## src/rtl/except_commit.sv

```systemverilog
// except_commit
//   Exception commit unit at the tail of the MEM stage. It resolves priority
//   among interrupt, the decoded exception bits and ERET, then waits for any
//   outstanding data-memory access to drain. After that it emits a one-cycle
//   flush with the redirect PC and the CP0 update strobes.
//
// Ports
//   clk, resetn          core clock, asynchronous active-low reset
//   valid_i              MEM-stage instruction valid
//   excepttype_i[31:0]   exception vector (decoded bit positions below)
//   is_eret_i            instruction is ERET
//   pc_i, access_addr_i, branch_target_i, in_delay_slot_i   instruction context
//   int_pending_i        unmasked interrupt request
//   status_exl_i, epc_i  current CP0 Status.EXL and EPC
//   mem_busy_i           data-memory request outstanding
//   stall_o, flush_o, new_pc_o                       pipeline control
//   epc_we_o/epc_o/bd_o, badvaddr_we_o/badvaddr_o,
//   cause_we_o/exccode_o, set_exl_o, clr_exl_o       CP0 update port
//   All outputs are registered and are zero outside the FLUSH cycle,
//   except stall_o, which is high while waiting for memory to drain.
module except_commit #(
  parameter logic [31:0] EXC_VECTOR = 32'hBFC00380
) (
  input  logic        clk,
  input  logic        resetn,
  input  logic        valid_i,
  input  logic [31:0] excepttype_i,
  input  logic        is_eret_i,
  input  logic [31:0] pc_i,
  input  logic [31:0] access_addr_i,
  input  logic [31:0] branch_target_i,
  input  logic        in_delay_slot_i,
  input  logic        int_pending_i,
  input  logic        status_exl_i,
  input  logic [31:0] epc_i,
  input  logic        mem_busy_i,
  output logic        stall_o,
  output logic        flush_o,
  output logic [31:0] new_pc_o,
  output logic        epc_we_o,
  output logic [31:0] epc_o,
  output logic        bd_o,
  output logic        badvaddr_we_o,
  output logic [31:0] badvaddr_o,
  output logic        cause_we_o,
  output logic [4:0]  exccode_o,
  output logic        set_exl_o,
  output logic        clr_exl_o
);

  // Bit positions inside excepttype_i (excepttions.vh layout).
  localparam int BIT_ADEL_IF = 0;
  localparam int BIT_ADEL_LD = 1;
  localparam int BIT_ADES    = 2;
  localparam int BIT_SYS     = 3;
  localparam int BIT_BP      = 4;
  localparam int BIT_RI      = 5;
  localparam int BIT_OV      = 6;

  typedef enum logic [1:0] {
    S_IDLE  = 2'd0,
    S_WAIT  = 2'd1,
    S_FLUSH = 2'd2
  } state_e;

  // Everything that is committed in the FLUSH cycle.
  typedef struct packed {
    logic [31:0] new_pc;
    logic        epc_we;
    logic [31:0] epc;
    logic        bd;
    logic        badvaddr_we;
    logic [31:0] badvaddr;
    logic        cause_we;
    logic [4:0]  exccode;
    logic        set_exl;
    logic        clr_exl;
  } commit_t;

  state_e  state_q, state_d;
  commit_t cap_q, cap_d;     // winner captured at accept
  commit_t out_q, out_d;     // registered output record
  logic    flush_q, flush_d;
  logic    stall_q, stall_d;

  commit_t     ev_s;
  logic        trigger_s;
  logic [6:0]  dec_s;
  logic [31:0] epc_norm_s;
  logic        unused_bits_s;

  assign dec_s = excepttype_i[6:0];
  assign unused_bits_s = ^excepttype_i[31:7];

  // Priority resolution of the current MEM-stage instruction into a commit record.
  always_comb begin
    trigger_s  = valid_i & (int_pending_i | (|dec_s) | is_eret_i);
    epc_norm_s = in_delay_slot_i ? (pc_i - 32'd4) : pc_i;
    ev_s             = '0;
    ev_s.new_pc      = EXC_VECTOR;
    ev_s.epc_we      = ~status_exl_i;
    ev_s.epc         = epc_norm_s;
    ev_s.bd          = in_delay_slot_i;
    ev_s.cause_we    = 1'b1;
    ev_s.set_exl     = 1'b1;
    if (int_pending_i) begin
      ev_s.exccode = 5'd0;
    end else if (dec_s[BIT_ADEL_IF]) begin
      // Fetch fault on a branch target: the faulting PC is the target itself.
      ev_s.exccode     = 5'd4;
      ev_s.epc         = branch_target_i;
      ev_s.bd          = 1'b0;
      ev_s.badvaddr_we = 1'b1;
      ev_s.badvaddr    = branch_target_i;
    end else if (dec_s[BIT_RI]) begin
      ev_s.exccode = 5'd10;
    end else if (dec_s[BIT_OV]) begin
      ev_s.exccode = 5'd12;
    end else if (dec_s[BIT_SYS]) begin
      ev_s.exccode = 5'd8;
    end else if (dec_s[BIT_BP]) begin
      ev_s.exccode = 5'd9;
    end else if (dec_s[BIT_ADEL_LD]) begin
      ev_s.exccode     = 5'd4;
      ev_s.badvaddr_we = 1'b1;
      ev_s.badvaddr    = access_addr_i;
    end else if (dec_s[BIT_ADES]) begin
      ev_s.exccode     = 5'd5;
      ev_s.badvaddr_we = 1'b1;
      ev_s.badvaddr    = access_addr_i;
    end else begin
      // ERET (or no trigger, in which case the record is unused).
      ev_s         = '0;
      ev_s.new_pc  = epc_i;
      ev_s.clr_exl = 1'b1;
    end
  end

  // Commit FSM: next state, capture registers and next output values.
  always_comb begin
    state_d = state_q;
    cap_d   = cap_q;
    out_d   = '0;
    flush_d = 1'b0;
    stall_d = 1'b0;
    case (state_q)
      S_IDLE: begin
        if (trigger_s) begin
          cap_d = ev_s;
          if (mem_busy_i) begin
            state_d = S_WAIT;
            stall_d = 1'b1;
          end else begin
            state_d = S_FLUSH;
            flush_d = 1'b1;
            out_d   = ev_s;
          end
        end else begin
          state_d = S_IDLE;
        end
      end
      S_WAIT: begin
        if (!mem_busy_i) begin
          state_d = S_FLUSH;
          flush_d = 1'b1;
          out_d   = cap_q;
        end else begin
          stall_d = 1'b1;
        end
      end
      S_FLUSH: begin
        state_d = S_IDLE;
      end
      default: begin
        state_d = S_IDLE;
      end
    endcase
  end

  // State, capture and output registers.
  always_ff @(posedge clk or negedge resetn) begin
    if (!resetn) begin
      state_q <= S_IDLE;
      cap_q   <= '0;
      out_q   <= '0;
      flush_q <= 1'b0;
      stall_q <= 1'b0;
    end else begin
      state_q <= state_d;
      cap_q   <= cap_d;
      out_q   <= out_d;
      flush_q <= flush_d;
      stall_q <= stall_d;
    end
  end

  assign stall_o       = stall_q;
  assign flush_o       = flush_q;
  assign new_pc_o      = out_q.new_pc;
  assign epc_we_o      = out_q.epc_we;
  assign epc_o         = out_q.epc;
  assign bd_o          = out_q.bd;
  assign badvaddr_we_o = out_q.badvaddr_we;
  assign badvaddr_o    = out_q.badvaddr;
  assign cause_we_o    = out_q.cause_we;
  assign exccode_o     = out_q.exccode;
  assign set_exl_o     = out_q.set_exl;
  assign clr_exl_o     = out_q.clr_exl;

endmodule
```

## config.mk

```make
export PLATFORM = sky130hd
export DESIGN_NAME = except_commit
export DESIGN_NICKNAME = d
export VERILOG_FILES = /design/src/rtl/except_commit.sv
export SDC_FILE = /design/constraint.sdc
export NUM_CORES = 1
export LEC_CHECK = 0
export ABC_AREA = 1
export CAP_MARGIN = 10
export CORE_MARGIN = 10
export CORE_UTILIZATION = 49
export CTS_CLUSTER_SIZE = 16
export DETAILED_ROUTE_END_ITERATION = 8
export PLACE_DENSITY = 0.81
export SETUP_SLACK_MARGIN = 0.5
export SYNTH_ARGS = -nofsm -noshare
export SYNTH_HDL_FRONTEND = slang
export SYNTH_SLANG_ARGS = --single-unit
```

## constraint.sdc

```tcl
create_clock -name clk -period 2 [get_ports clk]
set_input_delay 0.6 -clock clk [delete_from_list [all_inputs] [get_ports clk]]
set_output_delay 0.6 -clock clk [all_outputs]
set_load 0.05 [all_outputs]
```

==> metrics.yaml, run 1 <==
die-area_mm2: 0.0265
holdWs_ps: -13.5
gr-total-overflow: 0
grt_pass1_vias: 11500
critPathTopFamily: "simple AND/OR/NAND/NOR gates"
final_nets: 1845
crit_buf_inv: 3
synth-edff-count: 0
h-tree-depth: 1
die_x_um: 163
synthesis.area_mm2: 0.00997
required_ps: 2460
maxSlewHeadroom_pct: 50.4
max_freq_ghz: 0.408
status: "finished with violations"
antenna_left: 0
row_count: 52
critPathCaptureType: "flip-flop"
finalHoldViolations: 11
portBuffers: 250
gr-usage-all-layers_pct: 30.8
cpPeakStageDelay_ps: 600
place_area_mm2: 0.0133
irDropWorstVdd_uv: 827
fin_ws_ps: -451
final_cell_mix: "dfrtp_1, nand2_1, buf_6, inv_1, clkdlybuf4s50_1"
avgSynthCellArea_um2: 7.87
root_buffer: "clkbuf_16"
clockBufferDepth: 3
gp_congestion: 0.934
detail_route.wirelength_um: 54800
netlist-cell-type-count: 32
failed_checks: "hold timing, setup timing"
regArea_mm2: 0.00541
fin_area_mm2: 0.0182
power.density_mw_per_mm2: 836
arrival_ps: 2910
period_needed_ps: 2450
viasPerCell: 6.24
dr_total_vias: 12300
cts_tree: "built"
worst_slew_pin_slew_ps: 741
rsz0062_at_grt: "yes"
async_reset_ff_share_pct: 100
crit_fanout: 3
hpwlAfterDp_um: 23600
dr.first_iter.drc_count: 1452
hold_buffers: 0
ys_ff_latch: 216
grt_pass1_wl_um: 63700
drc_errors: 0
syn-instance-count: 1267
skew_ps: 17.5
syn_to_final_growth_pct: 83.0
tns_ps: -2090
multi_input_area_mm2: 0.00574
dr.pass1.iters: 6
min_period_over_period_pct: 123
wire_per_inst_um: 27.8
initial_utilization_pct: 49.6
cp_slowest_cell: "nor2_1"
boundaryPins: 277
final_common_cell: "dfrtp_1"
final_max_slew_viol_count: 0
p_leak_nw: 8.97
fillers: 689
hold_class: "input port to async pin"
insertion_delay_ps: 530
die_y_um: 163
cts.sinks: 216
crit_path_cell_trace: "dlygate4sd2_1 -> nor2_1 -> inv_1 -> nor2_1 -> buf_4 -> nand3_1 -> o21ai_2 -> nand3_4 -> nand2_4 -> nand2_2 -> nand2_2"
r2r_cells: 11
antenna_found_initial: 10
setup_viol_count_final: 8
maxCapViolations: 0
path_class: "input port to flip-flop"
start_kind: "input port"
power_w: 0.0152
ys_seq_area_share_pct: 54.2
synthesis.nets: 1436
yosys_warnings: 0
numCtsBuffers: 23
core_area_mm2: 0.0201
drive_above_1_share_pct: 45.0
fin_util_pct: 90.7
ys.flop_type: "dfrtp_1"
path_depth: 11
path_clk_slew_ps: 60
grt_max_degree: 59
## sequential cells by signal (all words and copies together), names as in the netlist
signal	count
cap_q	106
badvaddr_o	32
epc_o	32
new_pc_o	32
exccode_o	4
state_q	2
badvaddr_we_o	1
bd_o	1
cause_we_o	1
clr_exl_o	1
epc_we_o	1
flush_o	1
set_exl_o	1
stall_o	1
## worst paths after layout
path / start / to / slack, ps
max: pc_i[20] / cap_q[68] / -450
min: resetn / cap_q[89] / -10
max reg2reg: state_q[1] / cap_q[106] / 190
min reg2reg: cap_q[70] / epc_o[28] / 500
max in group asynchronous: resetn / cap_q[22] / 1370
min in group clk: cap_q[70] / epc_o[28] / 500
## metrics by stage
step | std cells | worst slack, ps | hold slack [ps]
floorplan | 1267 | 160 | 304
finish | 1969 | -451 | -13.5
global placement | 1832 | -467 | 459
global route | 1966 | -462 | -1.82
detailed placement | 1832 | -522 | 467
CTS | 1950 | 261 | 0.988
## final cells by class
class | count | area share, %
Antenna cell | 8 | 0.110
Clock buffer | 36 | 3.75
Clock inverter | 4 | 0.130
Inverter | 138 | 3.05
Multi-Input combinational cell | 850 | 31.5
Sequential cell | 216 | 29.6
Tap cell | 270 | 1.85
Timing Repair Buffer | 446 | 29.9
Timing Repair inverter | 1 | 0.0892
## power breakdown
group	leakage (nW)	switching, W	internal, W
Clock	0.351	0.00182	0.00234
Combinational	5.81	0.00331	0.00244
Sequential	2.81	0.000372	0.00497
Total	8.97	0.00551	0.00974
## per-layer routing
layer | routed length [µm] | track usage (%) | up-vias
met2 | 25200 | 52.3 | 1183
met1 | 17300 | 34.9 | 5817
met5 | 18 | 0 | -
met4 | 5110 | 15.7 | 2
li1 | - | - | 4840
met3 | 7110 | 8.67 | 447
## what timing repair did
action	in CTS	in global routing
gates cloned	38	5
setup endpoints to repair	323	323
pin swaps	68	55
gates resized for setup	406	475
setup buffers	40	6
## kinds of logic (layout without fill, tap and decap cells)
kind of cell    Yosys count  count (layout)  synth area share (%)
xor+xnor                  8               8                 0.703
simple gates            618             618                  24.9
fa+ha+maj                 1               1                 0.125
compound gates          221             221                  11.5
flops                   216             216                  54.2
mux                       1               1                 0.100
other cells               1               9                0.0376
buf+inv                 201             625                  8.47
## cell usage after synthesis (2+ instances only)
library cell  count  area share [%]
o21ai_0         143             7.2
a31oi_1           4            0.25
inv_1           133             5.0
buf_6             6            0.68
o22ai_1           7            0.44
dfrtp_1         216              54
nor2_1          132             5.0
clkbuf_1         29             1.1
buf_2            24             1.2
o21bai_1          6            0.45
buf_4             4            0.30
xor2_1            7            0.61
nand2_1         391              15
inv_2             3            0.11
clkinv_1          2           0.075
nand2_2           2            0.13
o21ai_1          16            0.80
nand3_1          80             4.0
nor2_2            2            0.13
a21oi_1          42             2.1
nand4_1           5            0.31
nand2_4           3            0.34
No activity file was read; power rests on OpenSTA's default activity.
==> inputs of run 2 (changes only) <==
--- a/config.mk
+++ b/config.mk
@@ -8,10 +8,10 @@
 export ABC_AREA = 1
 export CAP_MARGIN = 10
 export CORE_MARGIN = 10
-export CORE_UTILIZATION = 49
+export CORE_UTILIZATION = 46
 export CTS_CLUSTER_SIZE = 16
 export DETAILED_ROUTE_END_ITERATION = 8
-export PLACE_DENSITY = 0.81
+export PLACE_DENSITY = 0.77
 export SETUP_SLACK_MARGIN = 0.5
 export SYNTH_ARGS = -nofsm -noshare
 export SYNTH_HDL_FRONTEND = slang
==> metrics.yaml, run 2 (same netlist as run 1, synthesis figures left out) <==
status: "finished, final reports clean"  # was finished with violations
grt_max_degree: 55  # was 59
final_max_slew_viol_count: 0  # unchanged
grt_pass1_wl_um: 57000  # was 63700 µm
hpwlAfterDp_um: 24400  # was 23600 µm
boundaryPins: 277  # unchanged
place_worst_setup_slack_ps: -540  # was -522 ps
hold_buffers: 0  # unchanged
crit_path_cell_trace: "buf_6"  # was dlygate4sd2_1 -> nor2_1 -> inv_1 -> nor2_1 -> buf_4 -> nand3_1 -> o21ai_2 -> nand3_4 -> nand2_4 -> nand2_2 -> nand2_2
worst_slew_pin_slew_ps: 513  # was 741 ps
gp_congestion: 0.930  # was 0.934
fin_area_mm2: 0.0183  # was 0.0182 mm²
insertion_delay_ps: 540  # was 530 ps
period_needed_ps: 1750  # was 2450 ps
max_freq_ghz: 0.571  # was 0.408 GHz
r2r-end: "badvaddr_o[16]"  # was cap_q[106]
crit_fanout: 1  # was 3
fin_ws_ps: 249  # was -451 ps
power.density_mw_per_mm2: 837  # was 836 mW/mm²
rsz0062_at_grt: "yes"  # unchanged
path_clk_slew_ps: 70  # was 60 ps
antenna_found_initial: 8  # was 10
antenna_left: 0  # unchanged
irDropWorstVdd_uv: 744  # was 827 µV
final_cell_mix: "dfrtp_1, nand2_1, buf_6, inv_1, nand2_2"  # was dfrtp_1, nand2_1, buf_6, inv_1, clkdlybuf4s50_1
crit_buf_inv: 1  # was 3
drc_errors: 0  # unchanged
portBuffers: 250  # unchanged
finalHoldViolations: 0  # was 11
cp_slowest_cell: "dfrtp_1"  # was nor2_1
gr-usage-all-layers_pct: 25.3  # was 30.8%
min_period_over_period_pct: 87.5  # was 123%
regMostFlops: "cap_q"  # unchanged
die_x_um: 167  # was 163 µm
viasPerCell: 5.82  # was 6.24
setup_viol_count_final: 0  # was 8
clockBufferDepth: 3  # unchanged
cts_tree: "built"  # unchanged
hold_class: "input port to async pin"  # unchanged
dr.pass1.iters: 7  # was 6
path_class: "flip-flop to primary output"  # was input port to flip-flop
core_area_mm2: 0.0212  # was 0.0201 mm²
final_common_cell: "dfrtp_1"  # unchanged
wire_per_inst_um: 24.4  # was 27.8 µm
critPathCaptureType: "primary output"  # was flip-flop
reg2reg_slack_ps: 270  # was 190 ps
p_leak_nw: 8.95  # was 8.97 nW
root_buffer: "clkbuf_16"  # unchanged
startpoint: "epc_o[2]"  # was pc_i[20]
arrival_ps: 1150  # was 2910 ps
die_y_um: 167  # was 163 µm
syn_to_final_growth_pct: 83.2  # was 83.0%
gr-total-overflow: 0  # unchanged
start_kind: "flip-flop"  # was input port
critPathTopFamily: "flip-flops"  # was simple AND/OR/NAND/NOR gates
r2r_cells: 13  # was 11
initial_utilization_pct: 47.1  # was 49.6%
h-tree-depth: 1  # unchanged
maxCapViolations: 0  # unchanged
drive_above_1_share_pct: 48.9  # was 45.0%
r2r_start: "state_q[1]"  # unchanged
die-area_mm2: 0.0280  # was 0.0265 mm²
detail_route.wirelength_um: 48100  # was 54800 µm
skew_ps: 17.8  # was 17.5 ps
final_nets: 1849  # was 1845
cts.sinks: 216  # unchanged
row_count: 53  # was 52
required_ps: 1400  # was 2460 ps
dr.first_iter.drc_count: 1000  # was 1452
numCtsBuffers: 23  # unchanged
grt_pass1_vias: 10300  # was 11.5k
fillers: 1010  # was 689
largest_register_ffs: 106  # unchanged
dr_total_vias: 11500  # was 12.3k
place_area_mm2: 0.0133  # about the same
power_w: 0.0153  # was 0.0152 W
maxSlewHeadroom_pct: 65.8  # was 50.4%
cpPeakStageDelay_ps: 430  # was 600 ps
-- run 2: cell types whose count changed in the layout (fill, tap and decap cells not counted), moves of 15 or more --
cell,change
dlygate4sd2_1,-16
buf_16,-21
nor2_1,-29
nor2_4,+15
clkbuf_16,+15
-- run 2: worst reg2reg max path: stages, from the launching register on --
cell and delay [ps]:
dfrtp_1 400, inv_2 80, nand3_2 70, inv_2 90, buf_6 130, nand2_8 70, nand2_8 120, nand2_8 90
inv_16 100, buf_12 130, buf_12 110, buf_16 140, nand2_2 60, o21ai_1 80
-- run 2: what timing repair did --
action                                  CTS  global route
endpoints found under the setup margin  323           319
setup buffers                            26            20
cloned                                   16            28
pin swaps                                30            89
gates resized for setup                 333           643
-- run 2: worst max path at each step --
stage	depth (start not counted)	end
after CTS	1	epc_o[2]
final	1	epc_o[2]
after floorplan	12	badvaddr_o[11]
after global routing	13	badvaddr_o[23]
after global placement	10	epc_o[15]
after detailed placement	14	epc_o[16]
-- run 2: area by class of cell --
class                   instances  area [µm²]  share of cell area (%)
clock inverters                10        98.8                   0.541
clock buffers                  32         689                    3.78
inverters                     138         562                    3.08
repair buffers                451        5330                    29.2
flip-flops and latches        216        5410                    29.6
multi-input cells             850        5820                    31.9
diodes                          4        10.0                  0.0548
well taps                     275         344                    1.88
-- run 2: per-layer routing --
metal  part of all wire (%)  up-vias  routed length (µm)  global-route usage (%)
met2                     49      791               23700                    41.9
met1                     35     5597               16600                    30.2
met5                  0.075        -                  36                       0
met3                    9.9      247                4760                    7.77
met4                    6.4        8                3070                    9.58
li1                       -     4848                   -                       -
-- run 2: through the flow --
step / std cells / setup TNS, ps / util [%] / hold slack, ps
after global placement: 1840 / -71500 / 62.9 / 457
after global routing: 1975 / 0 / 86.3 / 33.4
final: 1976 / 0 / 86.3 / 11.4
after floorplan: 1267 / 0 / - / 304
after CTS: 1924 / 0 / 73.8 / 21.8
after detailed placement: 1840 / -78800 / 62.9 / 465
-- run 2: power breakdown --
part	leakage, nW	switching (W)	internal [W]
Combinational	5.75	0.00313	0.00235
Clock	0.390	0.00192	0.00256
Sequential	2.81	0.000350	0.00496
Total	8.95	0.00540	0.00988
==> inputs of run 3 (changes only) <==
--- a/config.mk
+++ b/config.mk
@@ -13,6 +13,7 @@
 export DETAILED_ROUTE_END_ITERATION = 8
 export PLACE_DENSITY = 0.77
 export SETUP_SLACK_MARGIN = 0.5
+export SLEW_MARGIN = 20
 export SYNTH_ARGS = -nofsm -noshare
 export SYNTH_HDL_FRONTEND = slang
 export SYNTH_SLANG_ARGS = --single-unit
==> results of run 3 <==
No change in the layout: final DEF, timing and power equal those of run 2.
